===== src/rtl/dm_pkg.sv =====
// Shared definitions for the data-memory copy engine: size codes, request
// sign-mask encodings, FSM states and per-size increment/alignment helpers.
package dm_pkg;

   typedef enum logic [1:0] {
      DM_SZ_BYTE = 2'b00,
      DM_SZ_HALF = 2'b01,
      DM_SZ_WORD = 2'b10,
      DM_SZ_ILL  = 2'b11
   } dm_size_e;

   // {sign, width code}; sign is always 0 for this initiator
   localparam logic [3:0] DM_SM_BYTE = 4'b0001;
   localparam logic [3:0] DM_SM_HALF = 4'b0011;
   localparam logic [3:0] DM_SM_WORD = 4'b0111;

   localparam logic [2:0] DM_INC_BYTE = 3'd1;
   localparam logic [2:0] DM_INC_HALF = 3'd2;
   localparam logic [2:0] DM_INC_WORD = 3'd4;

   localparam logic [1:0] DM_AMASK_BYTE = 2'b00;
   localparam logic [1:0] DM_AMASK_HALF = 2'b01;
   localparam logic [1:0] DM_AMASK_WORD = 2'b11;

   typedef enum logic [2:0] {
      ST_IDLE,
      ST_RD_REQ,
      ST_RD_CAP,
      ST_WR_REQ,
      ST_WR_WAIT,
      ST_DONE
   } dm_state_e;

   function automatic logic [2:0] dm_incr(input dm_size_e s);
      case (s)
         DM_SZ_BYTE: return DM_INC_BYTE;
         DM_SZ_HALF: return DM_INC_HALF;
         DM_SZ_WORD: return DM_INC_WORD;
         default:    return 3'd0;
      endcase
   endfunction

   function automatic logic [1:0] dm_amask(input dm_size_e s);
      case (s)
         DM_SZ_BYTE: return DM_AMASK_BYTE;
         DM_SZ_HALF: return DM_AMASK_HALF;
         DM_SZ_WORD: return DM_AMASK_WORD;
         default:    return 2'b11;
      endcase
   endfunction

   function automatic logic [3:0] dm_size_to_sm(input dm_size_e s);
      case (s)
         DM_SZ_BYTE: return DM_SM_BYTE;
         DM_SZ_HALF: return DM_SM_HALF;
         DM_SZ_WORD: return DM_SM_WORD;
         default:    return 4'b0000;
      endcase
   endfunction

   function automatic logic [31:0] dm_elem_mask(input dm_size_e s);
      case (s)
         DM_SZ_BYTE: return 32'h0000_00FF;
         DM_SZ_HALF: return 32'h0000_FFFF;
         DM_SZ_WORD: return 32'hFFFF_FFFF;
         default:    return 32'h0000_0000;
      endcase
   endfunction

endpackage


===== src/rtl/dm_copy_addr_ctr.sv =====
// Source/destination address and remaining-element counters for the copy
// engine; exposes next-cycle addresses so requests can be registered.
module dm_copy_addr_ctr
   import dm_pkg::*;
#(
   parameter int unsigned CNT_W  = 16,
   parameter int unsigned ADDR_W = 32
) (
   input  logic              clk,
   input  logic              rst_n,
   input  logic              load,
   input  logic              step,
   input  dm_size_e          size,
   input  logic [ADDR_W-1:0] src_in,
   input  logic [ADDR_W-1:0] dst_in,
   input  logic [CNT_W-1:0]  count_in,
   output logic [ADDR_W-1:0] src_nxt,
   output logic [ADDR_W-1:0] dst_nxt,
   output logic              last
);

   logic [ADDR_W-1:0] cur_src;
   logic [ADDR_W-1:0] cur_dst;
   logic [CNT_W-1:0]  remaining;
   logic [CNT_W-1:0]  rem_nxt;
   logic [ADDR_W-1:0] incr;

   assign incr = ADDR_W'(dm_incr(size));
   assign last = (remaining == CNT_W'(1));

   // Addresses wrap naturally modulo 2^ADDR_W
   always_comb begin
      src_nxt = cur_src;
      dst_nxt = cur_dst;
      rem_nxt = remaining;
      if (load) begin
         src_nxt = src_in;
         dst_nxt = dst_in;
         rem_nxt = count_in;
      end else if (step) begin
         src_nxt = cur_src + incr;
         dst_nxt = cur_dst + incr;
         rem_nxt = remaining - CNT_W'(1);
      end
   end

   always_ff @(posedge clk) begin
      if (!rst_n) begin
         cur_src   <= '0;
         cur_dst   <= '0;
         remaining <= '0;
      end else begin
         cur_src   <= src_nxt;
         cur_dst   <= dst_nxt;
         remaining <= rem_nxt;
      end
   end

endmodule


===== src/rtl/dm_copy_engine.sv =====
// Data-memory copy/fill initiator issuing registered one-cycle read/write requests.
// Optional fill mode (fill, fill_data ports) enabled by defining DM_COPY_FILL_EN.
module dm_copy_engine
   import dm_pkg::*;
#(
   parameter int unsigned CNT_W  = 16,
   parameter int unsigned ADDR_W = 32
) (
   input  logic              clk,
   input  logic              rst_n,
   input  logic              start,
   input  logic [ADDR_W-1:0] src_addr,
   input  logic [ADDR_W-1:0] dst_addr,
   input  logic [CNT_W-1:0]  count,
   input  logic [1:0]        size,
`ifdef DM_COPY_FILL_EN
   input  logic              fill,
   input  logic [31:0]       fill_data,
`endif
   output logic              busy,
   output logic              done,
   output logic              err,
   output logic [ADDR_W-1:0] dm_addr,
   output logic [31:0]       dm_write_data,
   output logic              dm_memread,
   output logic              dm_memwrite,
   output logic [3:0]        dm_sign_mask,
   input  logic [31:0]       dm_read_data,
   input  logic              dm_clk_stall
);

   dm_state_e         state_q, state_d;
   dm_size_e          size_q, size_in, size_eff;
   logic [31:0]       data_q, data_d;
   logic              fill_q, fill_d;
   logic              fill_req;
   logic [31:0]       fill_word;
   logic              accept, bad, step, last;
   logic [1:0]        amask;
   logic [ADDR_W-1:0] src_nxt, dst_nxt;

   logic              busy_d, done_d, err_d, memread_d, memwrite_d;
   logic [ADDR_W-1:0] addr_d;
   logic [31:0]       wdata_d;
   logic [3:0]        smask_d;

`ifdef DM_COPY_FILL_EN
   assign fill_req  = fill;
   assign fill_word = fill_data;
`else
   assign fill_req  = 1'b0;
   assign fill_word = '0;
`endif

   assign accept   = (state_q == ST_IDLE) && start;
   assign size_in  = dm_size_e'(size);
   assign size_eff = accept ? size_in : size_q;
   assign amask    = dm_amask(size_in);
   assign step     = (state_q == ST_WR_WAIT) && !dm_clk_stall;

   // Source alignment is irrelevant when filling
   assign bad = (size_in == DM_SZ_ILL)
             || (((src_addr[1:0] & amask) != 2'b00) && !fill_req)
             || ((dst_addr[1:0] & amask) != 2'b00);

   dm_copy_addr_ctr #(
      .CNT_W (CNT_W),
      .ADDR_W(ADDR_W)
   ) u_ctr (
      .clk     (clk),
      .rst_n   (rst_n),
      .load    (accept),
      .step    (step),
      .size    (size_q),
      .src_in  (src_addr),
      .dst_in  (dst_addr),
      .count_in(count),
      .src_nxt (src_nxt),
      .dst_nxt (dst_nxt),
      .last    (last)
   );

   always_comb begin
      state_d = state_q;
      case (state_q)
         ST_IDLE: begin
            if (start) begin
               if (bad || (count == '0)) state_d = ST_DONE;
               else if (fill_req)        state_d = ST_WR_REQ;
               else                      state_d = ST_RD_REQ;
            end
         end
         ST_RD_REQ:  state_d = ST_RD_CAP;
         ST_RD_CAP:  state_d = ST_WR_REQ;
         ST_WR_REQ:  state_d = ST_WR_WAIT;
         ST_WR_WAIT: begin
            if (!dm_clk_stall) begin
               if (last)        state_d = ST_DONE;
               else if (fill_q) state_d = ST_WR_REQ;
               else             state_d = ST_RD_REQ;
            end
         end
         ST_DONE:    state_d = ST_IDLE;
         default:    state_d = ST_IDLE;
      endcase
   end

   // Request outputs are derived from the next state so they are registered
   always_comb begin
      data_d = data_q;
      if (accept && fill_req)
         data_d = fill_word & dm_elem_mask(size_in);
      else if (state_q == ST_RD_CAP)
         data_d = dm_read_data & dm_elem_mask(size_q);

      fill_d     = accept ? fill_req : fill_q;
      err_d      = accept ? bad : err;
      memread_d  = (state_d == ST_RD_REQ);
      memwrite_d = (state_d == ST_WR_REQ);
      done_d     = (state_d == ST_DONE);
      busy_d     = (state_d != ST_IDLE) && (state_d != ST_DONE);

      addr_d  = dm_addr;
      wdata_d = dm_write_data;
      smask_d = dm_sign_mask;
      if (memread_d) begin
         addr_d  = src_nxt;
         smask_d = dm_size_to_sm(size_eff);
      end else if (memwrite_d) begin
         addr_d  = dst_nxt;
         wdata_d = data_d;
         smask_d = dm_size_to_sm(size_eff);
      end
   end

   always_ff @(posedge clk) begin
      if (!rst_n) begin
         state_q       <= ST_IDLE;
         size_q        <= DM_SZ_BYTE;
         data_q        <= '0;
         fill_q        <= 1'b0;
         busy          <= 1'b0;
         done          <= 1'b0;
         err           <= 1'b0;
         dm_memread    <= 1'b0;
         dm_memwrite   <= 1'b0;
         dm_addr       <= '0;
         dm_write_data <= '0;
         dm_sign_mask  <= 4'b0000;
      end else begin
         state_q       <= state_d;
         size_q        <= size_eff;
         data_q        <= data_d;
         fill_q        <= fill_d;
         busy          <= busy_d;
         done          <= done_d;
         err           <= err_d;
         dm_memread    <= memread_d;
         dm_memwrite   <= memwrite_d;
         dm_addr       <= addr_d;
         dm_write_data <= wdata_d;
         dm_sign_mask  <= smask_d;
      end
   end

endmodule


===== config.mk =====
export PLATFORM = sky130hd
export DESIGN_NAME = dm_copy_engine
export DESIGN_NICKNAME = d
export VERILOG_FILES = /design/src/rtl/dm_pkg.sv /design/src/rtl/dm_copy_addr_ctr.sv /design/src/rtl/dm_copy_engine.sv
export SDC_FILE = /design/constraint.sdc
export NUM_CORES = 1
export LEC_CHECK = 0
export BUFFER_PORTS_ARGS = -buffer_cell sky130_fd_sc_hd__buf_2
export CORE_MARGIN = 4
export CORE_UTILIZATION = 55
export DETAILED_ROUTE_END_ITERATION = 7
export PLACE_DENSITY = 0.81
export SLEW_MARGIN = 15
export SYNTH_ARGS = -nofsm -noshare
export SYNTH_HDL_FRONTEND = slang
export SYNTH_HIERARCHICAL = 1
export SYNTH_SLANG_ARGS = --single-unit

===== constraint.sdc =====
create_clock -name clk -period 3.3 [get_ports clk]
set_input_delay 0.495 -clock clk [delete_from_list [all_inputs] [get_ports clk]]
set_output_delay 0.495 -clock clk [all_outputs]
set_load 0.01 [all_outputs]

==> results of run 1 <==
==> cell families after synthesis <==
group	count (synthesis)
AOI/OAI and AO/OA	286
xor gates and xnor gates	40
adders and majority gates	10
buffers and inverters	86
DFF	157
muxes	36
other	1
and+or+nand+nor	437
==> worst max-delay path by stage <==
stage                          start                       end  slack, ps  cells after the start
2_1_floorplan  state_q[2]$_SDFF_PN0_  dm_addr[31]$_SDFFE_PN0P_        620                     12
3_3_place_gp   state_q[0]$_SDFF_PN0_  dm_addr[18]$_SDFFE_PN0P_        280                     10
3_5_place_dp   state_q[0]$_SDFF_PN0_  dm_addr[18]$_SDFFE_PN0P_        130                     10
4_1_cts        state_q[0]$_SDFF_PN0_  dm_addr[18]$_SDFFE_PN0P_        130                     10
5_1_grt        state_q[0]$_SDFF_PN0_  dm_addr[13]$_SDFFE_PN0P_         40                     10
6_report       state_q[0]$_SDFF_PN0_  dm_addr[20]$_SDFFE_PN0P_        200                     10
==> routing by layer <==
layer	wire, um	GRT usage
met4	714	0.106
met1	11200	0.385
met2	11800	0.428
met5	0	0
met3	2280	0.0616
==> power groups by stage <==
stage | registers [mW] | logic (mW) | clock network, mW
2_1_floorplan | 2.41 | 1.11 | 0
3_3_place_gp | 2.43 | 1.59 | 0
3_5_place_dp | 2.43 | 1.63 | 0
4_1_cts | 2.40 | 1.64 | 1.82
5_1_grt | 2.44 | 1.81 | 1.90
6_report | 2.41 | 1.66 | 1.81
==> flip-flops by register name, summed over array words and instances, names as in the netlist <==
register	flops
dm_memread	1
dm_write_data	32
state_q	3
size_q	2
u_ctr/cur_dst	32
busy	1
dm_addr	32
done	1
dm_memwrite	1
u_ctr/remaining	16
err	1
dm_sign_mask	3
u_ctr/cur_src	32
==> tightest hold or removal path: stages <==
cell     delay (ps)
buf_2            90
nand2_1          40
a21oi_1          50
==> layout by cell type, fill, tap and decap left out, types with 27 or more instances in the layout <==
master / count
nand3_1: 46
xnor2_1: 27
dfxtp_1: 157
a31oi_1: 31
o21ai_0: 40
nand4_1: 33
nand2_1: 137
mux2i_1: 31
a21oi_1: 87
buf_2: 189
a211oi_1: 28
nor2_1: 66
==> final cells by class <==
cell class                 count  area share
sequential                   157       0.305
clock inverter                 7     0.00365
multi-input combinational    810       0.499
timing repair buffer         212       0.112
clock buffer                  25      0.0482
tap                          211      0.0257
inverter                      16     0.00584
==> flow_summary.json, run 1 <==
{
  "cp-start-kind": "flip-flop",
  "ys_ff_latch": 157,
  "cts_resized": 0,
  "finalClockSkew_ps": 10.1,
  "ctsHoldBuffers": 0,
  "drv_cap": 0,
  "antenna_found_initial": 0,
  "num_antenna_cells": 0,
  "reg2reg_slack_ps": 200,
  "worst-path-max-fanout": 18,
  "p_sw_mw": 2.03,
  "synth_mux_area_frac": 0.0424,
  "synth_top_family_by_area": "simple AND/OR/NAND/NOR gates",
  "status": "finished clean",
  "grt_pass1_wl_um": 40400,
  "synth_edf_count": 0,
  "grt_max_degree": 94,
  "synthAdderAreaFrac": 0.0145,
  "worstPathCellList": "or3b_1 -> nor2_1 -> buf_4 -> and2_2 -> o21a_1 -> nand3_4 -> or4b_4 -> nand3_1 -> mux2i_1 -> o2bb2ai_1",
  "drt-initial-drc-count": 891,
  "ys_types": 84,
  "setup-tns-final_ps": 0,
  "drive_gt1_frac": 0.228,
  "synthTopCellsByArea": "dfxtp_1 (36%), nand2_1 (5.9%), a21oi_1 (5.0%), mux2i_1 (3.6%), nor2_1 (2.9%)",
  "dp.cells": 1406,
  "postSynthCellCount": 1053,
  "placed_area_mm2": 0.00975,
  "post_cts_buffers": 0,
  "hold_violations": 0,
  "multiInputGateArea_mm2": 0.00513,
  "drc": 0,
  "cpMaxStageDelayCell": "or4b_4",
  "worst_pin_slew_ps": 880,
  "avgSynthCellArea_um2": 8.22,
  "hp-class": "in2reg",
  "r2r-start": "state_q[0]$_SDFF_PN0_",
  "r2r_end": "dm_addr[20]$_SDFFE_PN0P_",
  "finalCriticalPeriod_ps": 3100,
  "port_buffers": 189,
  "clockBufferDepth": 2,
  "max-vdd-ir-drop_mv": 0.395,
  "synth-simple-area-share": 0.270,
  "cts_tree": "done",
  "wl_per_cell_um": 18.1,
  "leakage_nw": 4.07,
  "synth_flop_cell": "dfxtp_1",
  "ys_seq_area_frac": 0.363,
  "synth_common_cells": "dfxtp_1 (157), nand2_1 (137), a21oi_1 (87)",
  "instances_no_fill": 1438,
  "postRouteWirelength_um": 26000,
  "fp.dieH_um": 133,
  "fp.dieArea_mm2": 0.0178,
  "synth_xor_area_frac": 0.0405,
  "r2r_cells": 10,
  "fin_ws_ps": 200,
  "sequentialPowerShare": 0.410,
  "endpoint_kind": "flip-flop",
  "slowest_delay_ps": 570,
  "clock.fmax_ghz": 0.323,
  "power_mw": 5.88,
  "synth_area_mm2": 0.00865,
  "critPathKind": "reg2reg",
  "fin_nets": 1342,
  "final_area_mm2": 0.0103,
  "routabilityCongestion": 0.925,
  "final_util": 0.672,
  "clockRootBuffer": "clkbuf_16",
  "core_area_mm2": 0.0153,
  "combPwrFrac": 0.282,
  "path_buf_inv": 1,
  "syn2layout_area_growth_pct": 18.9,
  "cts_made_buffers": 17,
  "hold_slack_ps": 303,
  "grt-ovfl-total": 0,
  "clk_latency_ps": 430,
  "initial_core_util": 0.565,
  "setup_viol": 0,
  "nFillCells": 1306,
  "ant_nets": 0,
  "maxSlewHeadroom": 0.412,
  "worstHoldStart": "dm_read_data[9]",
  "first_pass_iters": 5,
  "synth_warnings": 6,
  "cts.sinks": 157,
  "drv_slew": 0,
  "whs_endpoint": "dm_write_data[9]$_SDFFE_PN0P_",
  "worstPathRequired_ps": 3650,
  "worst-endpoint-arrival_ps": 3450,
  "path_clk_slew_ps": 60,
  "yosys.cell_count.top_type": "dfxtp_1",
  "powerDensity_mw_per_mm2": 571,
  "pwr-share-clk": 0.307,
  "synthArstFlopShare": 0,
  "hold_depth": 3,
  "yosysTopAreaCellShare": 0.363,
  "rsz0062_at_grt": "no",
  "p_sw_frac": 0.345,
  "syn_nets": 1181,
  "h-tree-depth": 4,
  "via_count": 8778,
  "placement_rows": 45,
  "io_pins": 191,
  "die-width_um": 133,
  "register_area_mm2": 0.00314,
  "power.internal_mw": 3.85,
  "viasPerCell": 6.10,
  "fin_crit_sh": 0.939,
  "grt_util_all_layers": 0.279,
  "synth_compound_area_frac": 0.225,
  "place_hpwl_um": 18600,
  "pre_cts_ws_ps": 135,
  "post-synth-top-area-cell": "dfxtp_1",
  "cpLargestDelayFamily": "simple AND/OR/NAND/NOR gates",
  "first_global_vias": 7892
}
(Power assumes the default switching activity.)
==> run 2: changes to the inputs <==
--- a/config.mk
+++ b/config.mk
@@ -5,6 +5,7 @@
 export SDC_FILE = /design/constraint.sdc
 export NUM_CORES = 1
 export LEC_CHECK = 0
+export ABC_AREA = 1
 export BUFFER_PORTS_ARGS = -buffer_cell sky130_fd_sc_hd__buf_2
 export CORE_MARGIN = 4
 export CORE_UTILIZATION = 55
==> run 2 against run 1 <==
Effect of this change: maximum frequency rose by 9.1%; critical path depth rose by 1; wire length grew 6.1%; area after synthesis is 1.0% higher; register-to-register slack gained 260 ps; critical path type unchanged; worst setup slack better by 260 ps; largest cell class unchanged; hold slack improved by 15 ps; sequential share of layout area is 0.38 points lower; non-clock buffer count shrank 9.
==> flow_summary.json, run 2 <==
{
  "status": "finished clean",
  "via_count": 9774,
  "pre_cts_ws_ps": 455,
  "synth_edf_count": 0,
  "fin_ws_ps": 458,
  "yosysTopAreaCellShare": 0.360,
  "postRouteWirelength_um": 27600,
  "finalClockSkew_ps": 9.33,
  "maxSlewHeadroom": 0.272,
  "routabilityCongestion": 0.931,
  "post-synth-top-area-cell": "dfxtp_1",
  "setup_viol": 0,
  "drt-initial-drc-count": 949,
  "drv_cap": 0,
  "hold_violations": 0,
  "yosys.cell_count.top_type": "nand2_1",
  "clock.fmax_ghz": 0.352,
  "combPwrFrac": 0.266,
  "endpoint_kind": "flip-flop",
  "clockBufferDepth": 2,
  "cp-start-kind": "flip-flop",
  "cts_tree": "done",
  "grt_util_all_layers": 0.298,
  "viasPerCell": 5.51,
  "grt-ovfl-total": 0,
  "first_global_vias": 9134,
  "max-vdd-ir-drop_mv": 0.386,
  "worst-endpoint-arrival_ps": 3220,
  "synth_flop_cell": "dfxtp_1",
  "clockRootBuffer": "clkbuf_16",
  "first_pass_iters": 6,
  "initial_core_util": 0.569,
  "placement_rows": 45,
  "power.internal_mw": 3.67,
  "hold_slack_ps": 318,
  "synthTopCellsByArea": "dfxtp_1 (36%), nand2_1 (19%), nand3_1 (10%), inv_1 (6.8%), a21oi_1 (5.7%)",
  "worst-path-max-fanout": 15,
  "pwr-share-clk": 0.340,
  "wl_per_cell_um": 15.5,
  "clk_latency_ps": 430,
  "port_buffers": 189,
  "cts_made_buffers": 17,
  "cp-startpoint": "state_q[0]$_SDFF_PN0_",
  "num_antenna_cells": 0,
  "fp.dieArea_mm2": 0.0180,
  "ys_types": 43,
  "ys_ff_latch": 157,
  "syn2layout_area_growth_pct": 19.2,
  "reg2reg_slack_ps": 460,
  "power_mw": 5.88,
  "avgSynthCellArea_um2": 6.32,
  "ctsHoldBuffers": 0,
  "die-width_um": 134,
  "synthArstFlopShare": 0,
  "final_cell_mix": "nand2_1 (434), buf_2 (189), nand3_1 (174), inv_1 (157), dfxtp_1 (157)",
  "critPathKind": "reg2reg",
  "io_pins": 191,
  "worst_pin_slew_ps": 1090,
  "rsz0062_at_grt": "no",
  "ys_seq_area_frac": 0.360,
  "final_common_cell": "nand2_1",
  "fin_crit_sh": 0.861,
  "post_cts_buffers": 0,
  "leakage_nw": 5.10,
  "syn_nets": 1510,
  "finalCriticalPeriod_ps": 2840,
  "endpoint": "dm_addr[1]$_SDFFE_PN0P_",
  "synth_common_cells": "nand2_1 (434), nand3_1 (174), inv_1 (158)",
  "worstPathRequired_ps": 3680,
  "postSynthCellCount": 1382,
  "p_sw_mw": 2.22,
  "path_clk_slew_ps": 80,
  "hp-class": "in2reg",
  "r2r_end": "dm_addr[1]$_SDFFE_PN0P_",
  "sequentialPowerShare": 0.393,
  "core_area_mm2": 0.0154,
  "ant_nets": 0,
  "fin_nets": 1677,
  "grt_max_degree": 71,
  "place_hpwl_um": 20000,
  "synth_warnings": 6,
  "setup-tns-final_ps": 0,
  "drv_slew": 0,
  "powerDensity_mw_per_mm2": 565,
  "h-tree-depth": 4,
  "fp.dieH_um": 134,
  "r2r-start": "state_q[0]$_SDFF_PN0_",
  "grt_pass1_wl_um": 43700,
  "antenna_found_initial": 0,
  "drc": 0,
  "p_sw_frac": 0.377,
  "cts_resized": 0,
  "cts.sinks": 157,
  "r2r_cells": 11,
  "drive_gt1_frac": 0.175,
  "synth_area_mm2": 0.00874
}
## run 2: through the flow
stage	instance area [um2]	cells	utilization
2_1_floorplan	8740	1382	-
3_3_place_gp	9810	1741	0.638
3_5_place_dp	9810	1741	0.638
4_1_cts	10400	1773	0.678
5_1_grt	10400	1773	0.678
6_report	10400	1773	0.678
## run 2: how the worst min path moves through the flow
stage                                           startpoint                                to  cells past startpoint
after global placement        dm_sign_mask[2]$_SDFFE_PN0P_      dm_sign_mask[2]$_SDFFE_PN0P_                      2
after CTS                                 dm_read_data[15]    dm_write_data[15]$_SDFFE_PN0P_                      3
after detailed placement      dm_sign_mask[2]$_SDFFE_PN0P_      dm_sign_mask[2]$_SDFFE_PN0P_                      2
after floorplan           u_ctr/remaining[14]$_SDFFE_PN0P_  u_ctr/remaining[14]$_SDFFE_PN0P_                      2
after global routing                      dm_read_data[10]    dm_write_data[10]$_SDFFE_PN0P_                      3
final                                     dm_read_data[20]    dm_write_data[20]$_SDFFE_PN0P_                      3
## run 2: layer usage
metal  global-route usage  share of wire  up-vias
met4                0.129          0.035        0
li1                     -              -     4810
met5                    0              0        -
met1                0.374           0.41     4428
met3               0.0525          0.079       70
met2                0.504           0.47      466
## run 2: power by group through the flow
stage	registers, mW	logic [mW]	clock network [mW]
after floorplan	2.34	1.03	0
after global placement	2.34	1.50	0
after detailed placement	2.35	1.53	0
after CTS	2.31	1.55	2.01
after global routing	2.34	1.75	2.09
final	2.31	1.57	2.00
## run 2: critical path, cell delays in order, from the launching register on
cell and delay [ps]:
dfxtp_1 400, nor2_2 90, nand3b_1 120, inv_1 200, buf_4 270, nor2_1 840
inv_1 270, o211ai_1 280, nand2_1 80, nand3_1 130, nand2_1 50, inv_1 50
## run 2: layout make-up
type                    instances  area [um2]
clock buffers                  17         425
clock inverters                15         183
fillers                      1398        4950
inverters                     162         608
multi-input cells            1008        4750
flip-flops and latches        157        3140
well taps                     211         264
repair buffers                203        1050
## run 2: cell families after synthesis
family,Yosys count,share of synthesized area
compound gates,172,0.110
xor+xnor,11,0.0110
fa+ha+maj,10,0.0143
buf+inv,217,0.0975
flops,157,0.360
other cells,1,0.000429
simple gates,814,0.408
==> run 3: changes to the inputs <==
--- a/config.mk
+++ b/config.mk
@@ -10,7 +10,7 @@
 export CORE_MARGIN = 4
 export CORE_UTILIZATION = 55
 export DETAILED_ROUTE_END_ITERATION = 7
-export PLACE_DENSITY = 0.81
+export PLACE_DENSITY = 0.79
 export SLEW_MARGIN = 15
 export SYNTH_ARGS = -nofsm -noshare
 export SYNTH_HDL_FRONTEND = slang
==> run 3 against run 2 <==
Effect of this change: die area did not move; flip-flop and latch count did not move; register-to-register slack improved by 120 ps; wire length fell by 2.5%; critical path type unchanged; global-route usage fell by 0.52 points; total power fell by 0.87%; critical path depth rose by 1; largest cell class unchanged; clock skew rose by 2.2 ps.
==> flow_summary.json, run 3 (same netlist as run 2, synthesis figures left out) <==
{
  "status": "finished clean",
  "first_pass_iters": 6,
  "power_mw": 5.83,
  "instances_no_fill": 1773,
  "die-width_um": 134,
  "hold_violations": 0,
  "cpMaxStageDelayCell": "inv_2",
  "grt_max_degree": 48,
  "drv_cap": 0,
  "powerDensity_mw_per_mm2": 559,
  "worstPathRequired_ps": 3610,
  "endpoint_kind": "flip-flop",
  "setup-tns-final_ps": 0,
  "clock.fmax_ghz": 0.367,
  "worstPathCellList": "nor2_2 -> nand3_2 -> inv_2 -> inv_2 -> buf_4 -> or2_2 -> nand2_1 -> inv_1 -> nand2_1 -> nand2_1 -> nor2_1 -> nor2_1",
  "drv_slew": 0,
  "sequentialPowerShare": 0.397,
  "combPwrFrac": 0.267,
  "h-tree-depth": 4,
  "postRouteWirelength_um": 26900,
  "cts_resized": 0,
  "grt-ovfl-total": 0,
  "cts.sinks": 157,
  "initial_core_util": 0.569,
  "first_global_vias": 9020,
  "grt_util_all_layers": 0.293,
  "slowest_delay_ps": 550,
  "routabilityCongestion": 0.984,
  "final_cell_mix": "nand2_1 (434), buf_2 (189), nand3_1 (174), inv_1 (157), dfxtp_1 (157)",
  "clk_latency_ps": 440,
  "path_clk_slew_ps": 70,
  "p_sw_mw": 2.17,
  "setup_viol": 0,
  "placed_area_mm2": 0.00984,
  "power.internal_mw": 3.67,
  "dp.cells": 1741,
  "drc": 0,
  "ctsHoldBuffers": 0,
  "viasPerCell": 5.45,
  "place_hpwl_um": 19900,
  "cp_common_cell": "nand2_1",
  "worst-path-max-fanout": 33,
  "finalClockSkew_ps": 11.6,
  "port_buffers": 189,
  "drive_gt1_frac": 0.175,
  "critPathKind": "reg2reg",
  "via_count": 9668,
  "cts_tree": "done",
  "fp.dieArea_mm2": 0.0180,
  "clockBufferDepth": 2,
  "final_util": 0.678,
  "io_pins": 191,
  "finalCriticalPeriod_ps": 2730,
  "rsz0062_at_grt": "no",
  "drt-initial-drc-count": 683,
  "cts_made_buffers": 17,
  "pre_cts_ws_ps": 463,
  "worst-endpoint-arrival_ps": 3040,
  "hp-class": "in2reg",
  "p_sw_frac": 0.371,
  "fp.dieH_um": 134,
  "syn2layout_area_growth_pct": 19.3,
  "num_antenna_cells": 0,
  "grt_pass1_wl_um": 43000,
  "placement_rows": 45,
  "maxSlewHeadroom": 0.309,
  "final_area_mm2": 0.0104,
  "final_common_cell": "nand2_1",
  "antenna_found_initial": 0,
  "post_cts_buffers": 0,
  "fin_ws_ps": 574,
  "max-vdd-ir-drop_mv": 0.453,
  "wl_per_cell_um": 15.2,
  "clockRootBuffer": "clkbuf_16",
  "pwr-share-clk": 0.336,
  "hold_slack_ps": 316,
  "core_area_mm2": 0.0154,
  "fin_crit_sh": 0.826,
  "cp-start-kind": "flip-flop",
  "worst_pin_slew_ps": 1030,
  "ant_nets": 0,
  "fin_nets": 1677,
  "leakage_nw": 5.11
}
run 3: per-layer routing:
metal	global-route usage	up-vias	routed length, um
met5	0	-	0
met4	0.118	0	863
met3	0.0570	62	2120
met2	0.486	465	12800
met1	0.375	4328	11100
li1	-	4813	-
run 3: path summary, 6_finish.rpt:
kind                                 start                             end  slack, ps  cells after the start
min reg2reg  dm_write_data[1]$_SDFFE_PN0P_   dm_write_data[1]$_SDFFE_PN0P_        460                      2
max reg2reg          state_q[0]$_SDFF_PN0_         dm_addr[9]$_SDFFE_PN0P_        570                     12
min                       dm_read_data[28]  dm_write_data[28]$_SDFFE_PN0P_        320                      3
max                  state_q[0]$_SDFF_PN0_         dm_addr[9]$_SDFFE_PN0P_        570                     12
run 3: layout make-up:
type / count / area, um2
flip-flops and latches: 157 / 3140
clock buffers: 17 / 425
repair buffers: 203 / 1080
well taps: 211 / 264
clock inverters: 15 / 161
fillers: 1382 / 4950
inverters: 162 / 608
multi-input cells: 1008 / 4750
run 3: power groups by stage:
| stage | sequential, mW | clock [mW] | combinational (mW) |
|---|---|---|---|
| finish | 2.31 | 1.96 | 1.56 |
| global placement | 2.35 | 0 | 1.51 |
| floorplan | 2.34 | 0 | 1.03 |
| CTS | 2.31 | 1.99 | 1.55 |
| global route | 2.34 | 2.07 | 1.76 |
| detailed placement | 2.35 | 0 | 1.54 |
run 3: worst max-delay path: cells and delay by family, from the launching register on:
| family | cells | cell delay (ps) |
|---|---|---|
| buffers and inverters | 4 | 1300 |
| and+or+nand+nor | 8 | 940 |
| DFF | 1 | 350 |
